==> config.mk <==
export PLATFORM = sky130hd
export DESIGN_NAME = dft_mac_core
export DESIGN_NICKNAME = d
export VERILOG_FILES = /design/src/rtl/dft_mac_core.sv
export SDC_FILE = /design/constraint.sdc
export NUM_CORES = 2
export LEC_CHECK = 0
export CORE_MARGIN = 2
export CORE_UTILIZATION = 45
export CTS_CLUSTER_SIZE = 16
export DETAILED_ROUTE_END_ITERATION = 10
export PLACE_DENSITY = 0.71
export SLEW_MARGIN = 5
export SYNTH_ARGS = -nofsm -noshare
export SYNTH_HDL_FRONTEND = slang
export SYNTH_SLANG_ARGS = --single-unit
==> constraint.sdc <==
create_clock -name clk -period 12.1 [get_ports clk]
set_input_delay 2.42 -clock clk [delete_from_list [all_inputs] [get_ports clk]]
set_output_delay 2.42 -clock clk [all_outputs]
set_load 0.02 [all_outputs]
==> src/rtl/dft_mac_core.sv <==
// Complex DFT multiply-accumulate engine.
// It runs the n/k loops itself. For each bin k it streams N sample/twiddle reads through a
// two-stage multiply/accumulate pipeline. The accumulated bin is then rounded, saturated and
// offered on a valid/ready result stream.
module dft_mac_core #(
  parameter int unsigned DATA_W = 16,
  parameter int unsigned ADDR_W = 12,
  parameter int unsigned ACC_W  = 40
) (
  input  logic                  clk,
  input  logic                  n_Reset,
  input  logic                  i_start,
  input  logic                  i_inverse,
  input  logic [ADDR_W-1:0]     i_samp_number,
  output logic                  o_busy,
  output logic                  o_done,
  output logic                  o_smp_rd,
  output logic [ADDR_W-1:0]     o_smp_addr,
  input  logic [2*DATA_W-1:0]   i_smp_data,
  output logic                  o_tw_rd,
  output logic [ADDR_W-1:0]     o_tw_addr,
  input  logic [2*DATA_W-1:0]   i_tw_data,
  output logic                  o_res_valid,
  input  logic                  i_res_ready,
  output logic [2*DATA_W-1:0]   o_res_data,
  output logic [ADDR_W-1:0]     o_res_k,
  output logic                  o_ovf
);

  localparam int unsigned PW = 2 * DATA_W + 1;
  localparam logic signed [ACC_W:0] RndBias = (ACC_W + 1)'(2 ** (DATA_W - 2));
  localparam logic signed [ACC_W:0] SatMax  = (ACC_W + 1)'(2 ** (DATA_W - 1) - 1);
  localparam logic signed [ACC_W:0] SatMin  = ~SatMax;

  typedef enum logic [2:0] {StIdle, StRun, StDrain, StOut, StDone} state_e;

  state_e                   state_q, state_d;
  logic [ADDR_W-1:0]        len_q, len_d;
  logic                     inv_q, inv_d;
  logic [ADDR_W-1:0]        k_q, k_d;
  logic [ADDR_W-1:0]        n_q, n_d;
  logic [ADDR_W-1:0]        m_q, m_d;
  logic                     drain_q, drain_d;
  logic                     clr_acc, clr_ovf;
  logic [ADDR_W:0]          m_sum, m_sub, k_next;

  logic                     rd_q, p_vld_q, ovf_q;
  logic signed [PW-1:0]     p_re_q, p_im_q, prod_re, prod_im;
  logic signed [ACC_W-1:0]  acc_re_q, acc_im_q;
  logic signed [DATA_W-1:0] xr, xi, wr, wi;
  logic signed [PW-1:0]     e_rr, e_ii, e_ri, e_ir;
  logic [DATA_W:0]          rs_re, rs_im;

  // Round half up, arithmetic shift down to DATA_W, clamp. The MSB of the result flags a clamp.
  function automatic logic [DATA_W:0] round_sat(input logic signed [ACC_W-1:0] a);
    logic signed [ACC_W:0] t;
    t = $signed({a[ACC_W-1], a}) + RndBias;
    t = t >>> (DATA_W - 1);
    if (t > SatMax) begin
      round_sat = {1'b1, 1'b0, {(DATA_W - 1){1'b1}}};
    end else if (t < SatMin) begin
      round_sat = {1'b1, 1'b1, {(DATA_W - 1){1'b0}}};
    end else begin
      round_sat = {1'b0, t[DATA_W-1:0]};
    end
  endfunction

  // Full-precision complex product. The inverse transform conjugates the twiddle by flipping
  // the sign of the wi terms here, so no DATA_W negation is needed that could overflow.
  always_comb begin
    xr = i_smp_data[2*DATA_W-1:DATA_W];
    xi = i_smp_data[DATA_W-1:0];
    wr = i_tw_data[2*DATA_W-1:DATA_W];
    wi = i_tw_data[DATA_W-1:0];
    e_rr = PW'(xr) * PW'(wr);
    e_ii = PW'(xi) * PW'(wi);
    e_ri = PW'(xr) * PW'(wi);
    e_ir = PW'(xi) * PW'(wr);
    if (inv_q) begin
      prod_re = e_rr + e_ii;
      prod_im = e_ir - e_ri;
    end else begin
      prod_re = e_rr - e_ii;
      prod_im = e_ri + e_ir;
    end
  end

  // Rounded and saturated view of the accumulators.
  always_comb begin
    rs_re = round_sat(acc_re_q);
    rs_im = round_sat(acc_im_q);
  end

  // Next-state, loop counters and stream/strobe outputs.
  always_comb begin
    state_d     = state_q;
    len_d       = len_q;
    inv_d       = inv_q;
    k_d         = k_q;
    n_d         = n_q;
    m_d         = m_q;
    drain_d     = drain_q;
    clr_acc     = 1'b0;
    clr_ovf     = 1'b0;
    o_busy      = (state_q != StIdle);
    o_done      = 1'b0;
    o_smp_rd    = 1'b0;
    o_tw_rd     = 1'b0;
    o_smp_addr  = '0;
    o_tw_addr   = '0;
    o_res_valid = 1'b0;
    o_res_k     = '0;
    o_res_data  = '0;
    m_sum       = {1'b0, m_q} + {1'b0, k_q};
    m_sub       = m_sum - {1'b0, len_q};
    k_next      = {1'b0, k_q} + (ADDR_W + 1)'(1);
    unique case (state_q)
      StIdle: begin
        if (i_start && (i_samp_number != '0)) begin
          len_d   = i_samp_number;
          inv_d   = i_inverse;
          k_d     = '0;
          n_d     = '0;
          m_d     = '0;
          clr_acc = 1'b1;
          clr_ovf = 1'b1;
          state_d = StRun;
        end
      end
      StRun: begin
        o_smp_rd   = 1'b1;
        o_tw_rd    = 1'b1;
        o_smp_addr = n_q;
        o_tw_addr  = m_q;
        n_d        = n_q + ADDR_W'(1);
        // m tracks (k*n) mod N incrementally; m+k < 2N so one subtraction suffices
        m_d        = (m_sum >= {1'b0, len_q}) ? m_sub[ADDR_W-1:0] : m_sum[ADDR_W-1:0];
        if (n_q == len_q - ADDR_W'(1)) begin
          drain_d = 1'b0;
          state_d = StDrain;
        end
      end
      StDrain: begin
        drain_d = 1'b1;
        if (drain_q) begin
          state_d = StOut;
        end
      end
      StOut: begin
        o_res_valid = 1'b1;
        o_res_k     = k_q;
        o_res_data  = {rs_re[DATA_W-1:0], rs_im[DATA_W-1:0]};
        if (i_res_ready) begin
          k_d     = k_next[ADDR_W-1:0];
          n_d     = '0;
          m_d     = '0;
          clr_acc = 1'b1;
          state_d = (k_next < {1'b0, len_q}) ? StRun : StDone;
        end
      end
      StDone: begin
        o_done  = 1'b1;
        state_d = StIdle;
      end
      default: state_d = StIdle;
    endcase
    o_ovf = ovf_q;
  end

  // Control state register.
  always_ff @(posedge clk) begin
    if (!n_Reset) begin
      state_q <= StIdle;
      len_q   <= '0;
      inv_q   <= 1'b0;
      k_q     <= '0;
      n_q     <= '0;
      m_q     <= '0;
      drain_q <= 1'b0;
    end else begin
      state_q <= state_d;
      len_q   <= len_d;
      inv_q   <= inv_d;
      k_q     <= k_d;
      n_q     <= n_d;
      m_q     <= m_d;
      drain_q <= drain_d;
    end
  end

  // Datapath: product register, accumulators and sticky overflow.
  always_ff @(posedge clk) begin
    if (!n_Reset) begin
      rd_q     <= 1'b0;
      p_vld_q  <= 1'b0;
      p_re_q   <= '0;
      p_im_q   <= '0;
      acc_re_q <= '0;
      acc_im_q <= '0;
      ovf_q    <= 1'b0;
    end else begin
      rd_q    <= o_smp_rd;
      p_vld_q <= rd_q;
      if (rd_q) begin
        p_re_q <= prod_re;
        p_im_q <= prod_im;
      end
      if (clr_acc) begin
        acc_re_q <= '0;
        acc_im_q <= '0;
      end else if (p_vld_q) begin
        acc_re_q <= acc_re_q + ACC_W'(p_re_q);
        acc_im_q <= acc_im_q + ACC_W'(p_im_q);
      end
      if (clr_ovf) begin
        ovf_q <= 1'b0;
      end else if ((state_q == StOut) && (rs_re[DATA_W] || rs_im[DATA_W])) begin
        ovf_q <= 1'b1;
      end
    end
  end

endmodule

==> results.cfg <==
[outcome]
outcome = finished clean

[routing]
wirelength_um = 162000
drtAntennaViolNets = 0
viasPerCell = 5.38
first_pass_iters = 8
wl_per_cell_um = 18.7
route.vias.total = 46600
drcViolationCount = 0
drtIter0Drc = 3126

[critical_path]
slowest_delay_ns = 0.85
cp.depth = 34
cpMaxStageDelayCell = clkdlybuf4s50_1
crit_buf_inv = 5
crit_family = adder cells
reg2regPathDepth = 18
cp.required_ns = 12.46
worst-path-max-fanout = 12
cp_common_cell = fa_1
critPathKind = in2reg
arrival_ns = 11.93
crit_path_start_kind = input pin
crit_path_end_kind = flip-flop

[synthesis]
synth_area_mm2 = 0.0584
synth_mux_area_frac = 0.0213
yosysMostFrequentCell = inv_1
yosys.area.top_type = fa_1
ys_seq_area_frac = 0.0693
synth_top_area_frac = 0.361
synth-edff-count = 0
synth_top_family_by_area = adder cells
synth_compound_area_frac = 0.102
synth-adder-area-share = 0.472
synth-xor-area-share = 0.0608
synth_top_flop_cell = dfxtp_1
yosys_warnings = 0
ys_ff_latch = 202
synthSimpleGateAreaFrac = 0.174
ys_async_sr_fraction = 0
postSynthAreaPerCell_um2 = 8.53
syn_nets = 8492
synthCells = 6843
synth_area_leaders = fa_1 36%, ha_1 11%, inv_1 8.1%, dfxtp_1 6.9%, and2_1 5.2%
synth_common_cells = 1264 x inv_1, 1054 x fa_1, 738 x nand2_1, 514 x ha_1, 489 x and2_1
synthDistinctLibCells = 94

[timing]
maxSlewViolCount = 0
worst_pin_slew_ns = 1.18
max_freq_mhz = 86.4
rsz0062_at_grt = false
skew_ns = 0.0115
fin_setup_tns_ns = 0
slew_headroom = 0.208
min_period_ns = 11.57
hold_slack_ns = 0.481
fin_crit_sh = 0.956
hold_violations = 0
finalSetupViolations = 0

[die]
die-area_mm2 = 0.133
die_w_um = 364
core_mm2 = 0.129
io_pins = 155
rows = 132
initial_core_util = 0.452
die_h_um = 364

[place]
hpwl_um = 135000
placed_cells = 8611
port_buffers = 154
place_congestion = 0.935

[cells_and_area]
diodes = 0
drive_gt1_frac = 0.0371
area_growth_pct = 8.17
final_cells = 8651
final_nets = 8542

[clock_network]
cts_hold_buffers = 0
worstSkewPairLatency_ns = 0.53
post_cts_resize_count = 0
cts_tree = built
max-clock-path-buffers = 3
cts_buffers = 22
cts_setup_buffers = 0
clock_sinks = 202
path_clk_slew_ns = 0.06
htreeDepth = 1
cts_root_buffer = clkbuf_16

[worst_hold_path]
min_path_cells = 2
hp-class = reg2reg

[global_route]
grt_max_degree = 81
grt_pass1_wl_um = 262000
grt_usage = 0.247
grt_pass1_vias = 48600
antenna_found_initial = 7
grt-ovfl-total = 0

[flow_run]
maxCapViolations = 0
worst register-to-register path, stage by stage, from the launching register on:
cell	delay, ns
dfxtp_1	0.42
ha_1	0.28
fa_1	0.42
a21o_1	0.18
a21oi_1	0.24
o21bai_1	0.10
a21oi_1	0.24
o21bai_1	0.10
a21oi_1	0.23
nand2b_1	0.18
nand2b_1	0.07
a211oi_1	0.26
nor2_1	0.10
ha_1	0.33
nor2_1	0.16
a211o_1	0.14
nand4_1	0.65
o2111ai_1	0.47
a21oi_1	0.10
state kept, by name, indices dropped and copies added (netlist names):
signal    flops
acc_im_q     40
acc_re_q     40
drain_q       1
inv_q         1
k_q          12
len_q        12
m_q          12
n_q          12
o_ovf         1
p_im_q       33
p_re_q       33
p_vld_q       1
rd_q          1
state_q       3
placed cells by master, fill, tap and decap left out, types with 34 or more instances in the layout:
| master | count |
|---|---|
| inv_1 | 1264 |
| fa_1 | 1054 |
| nand2_1 | 737 |
| ha_1 | 514 |
| and2_1 | 489 |
| nor2_1 | 360 |
| xnor2_1 | 283 |
| a21oi_1 | 260 |
| dfxtp_1 | 199 |
| o21ai_0 | 187 |
| clkdlybuf4s50_1 | 154 |
| buf_4 | 145 |
| mux2i_1 | 121 |
| a21o_1 | 119 |
| xor2_1 | 118 |
| nand2b_1 | 82 |
| nand3_1 | 82 |
| nor3_1 | 66 |
| and3_1 | 61 |
| o21a_1 | 55 |
| a31oi_1 | 54 |
| nand4_1 | 40 |
| a211oi_1 | 38 |
| nor2b_1 | 34 |
worst paths after layout:
kind,from,end,slack [ns]
worst min-delay path,m_q[10]$_SDFFE_PN0P_,m_q[10]$_SDFFE_PN0P_,0.48
worst max register to register,k_q[0]$_SDFFE_PN0P_,m_q[11]$_SDFFE_PN0P_,7.31
worst min register to register,m_q[10]$_SDFFE_PN0P_,m_q[10]$_SDFFE_PN0P_,0.48
worst max-delay path,i_tw_data[3],p_re_q[32]$_SDFFE_PN0P_,0.53
per-layer routing:
metal / routed length, µm / track usage / part of all wire / up-vias
li1: - / - / - / 21600
met1: 68500 / 0.324 / 0.42 / 23000
met2: 76600 / 0.425 / 0.47 / 1619
met3: 10900 / 0.0307 / 0.067 / 326
met4: 6150 / 0.0794 / 0.038 / 12
met5: 70 / 0 / 0.00043 / -
per-stage QoR:
| step | util | area [µm²] | setup slack [ns] |
|---|---|---|---|
| floorplan | - | 58400 | 1.43 |
| global placement | 0.483 | 62400 | 0.263 |
| detailed placement | 0.483 | 62400 | 0.120 |
| CTS | 0.489 | 63200 | 0.656 |
| global route | 0.489 | 63200 | 0.0474 |
| finish | 0.489 | 63200 | 0.532 |
logic make-up after synthesis:
logic type      count (synthesis)
buf+inv                      1554
simple gates                 2071
xor+xnor                      403
mux                           124
flops                         202
fa+ha+maj                    1568
compound gates                921
cell type report:
type | count | area [µm²]
clock buffer | 29 | 638
clock inverter | 11 | 126
fill | 12300 | 66000
inverter | 1266 | 4750
multi-input combinational | 5087 | 48500
sequential | 202 | 4050
tap | 1742 | 2180
timing repair buffer | 314 | 2930
Power is not shown: default switching activity piles up to over one toggle a cycle in this logic, so the estimate is an artifact.
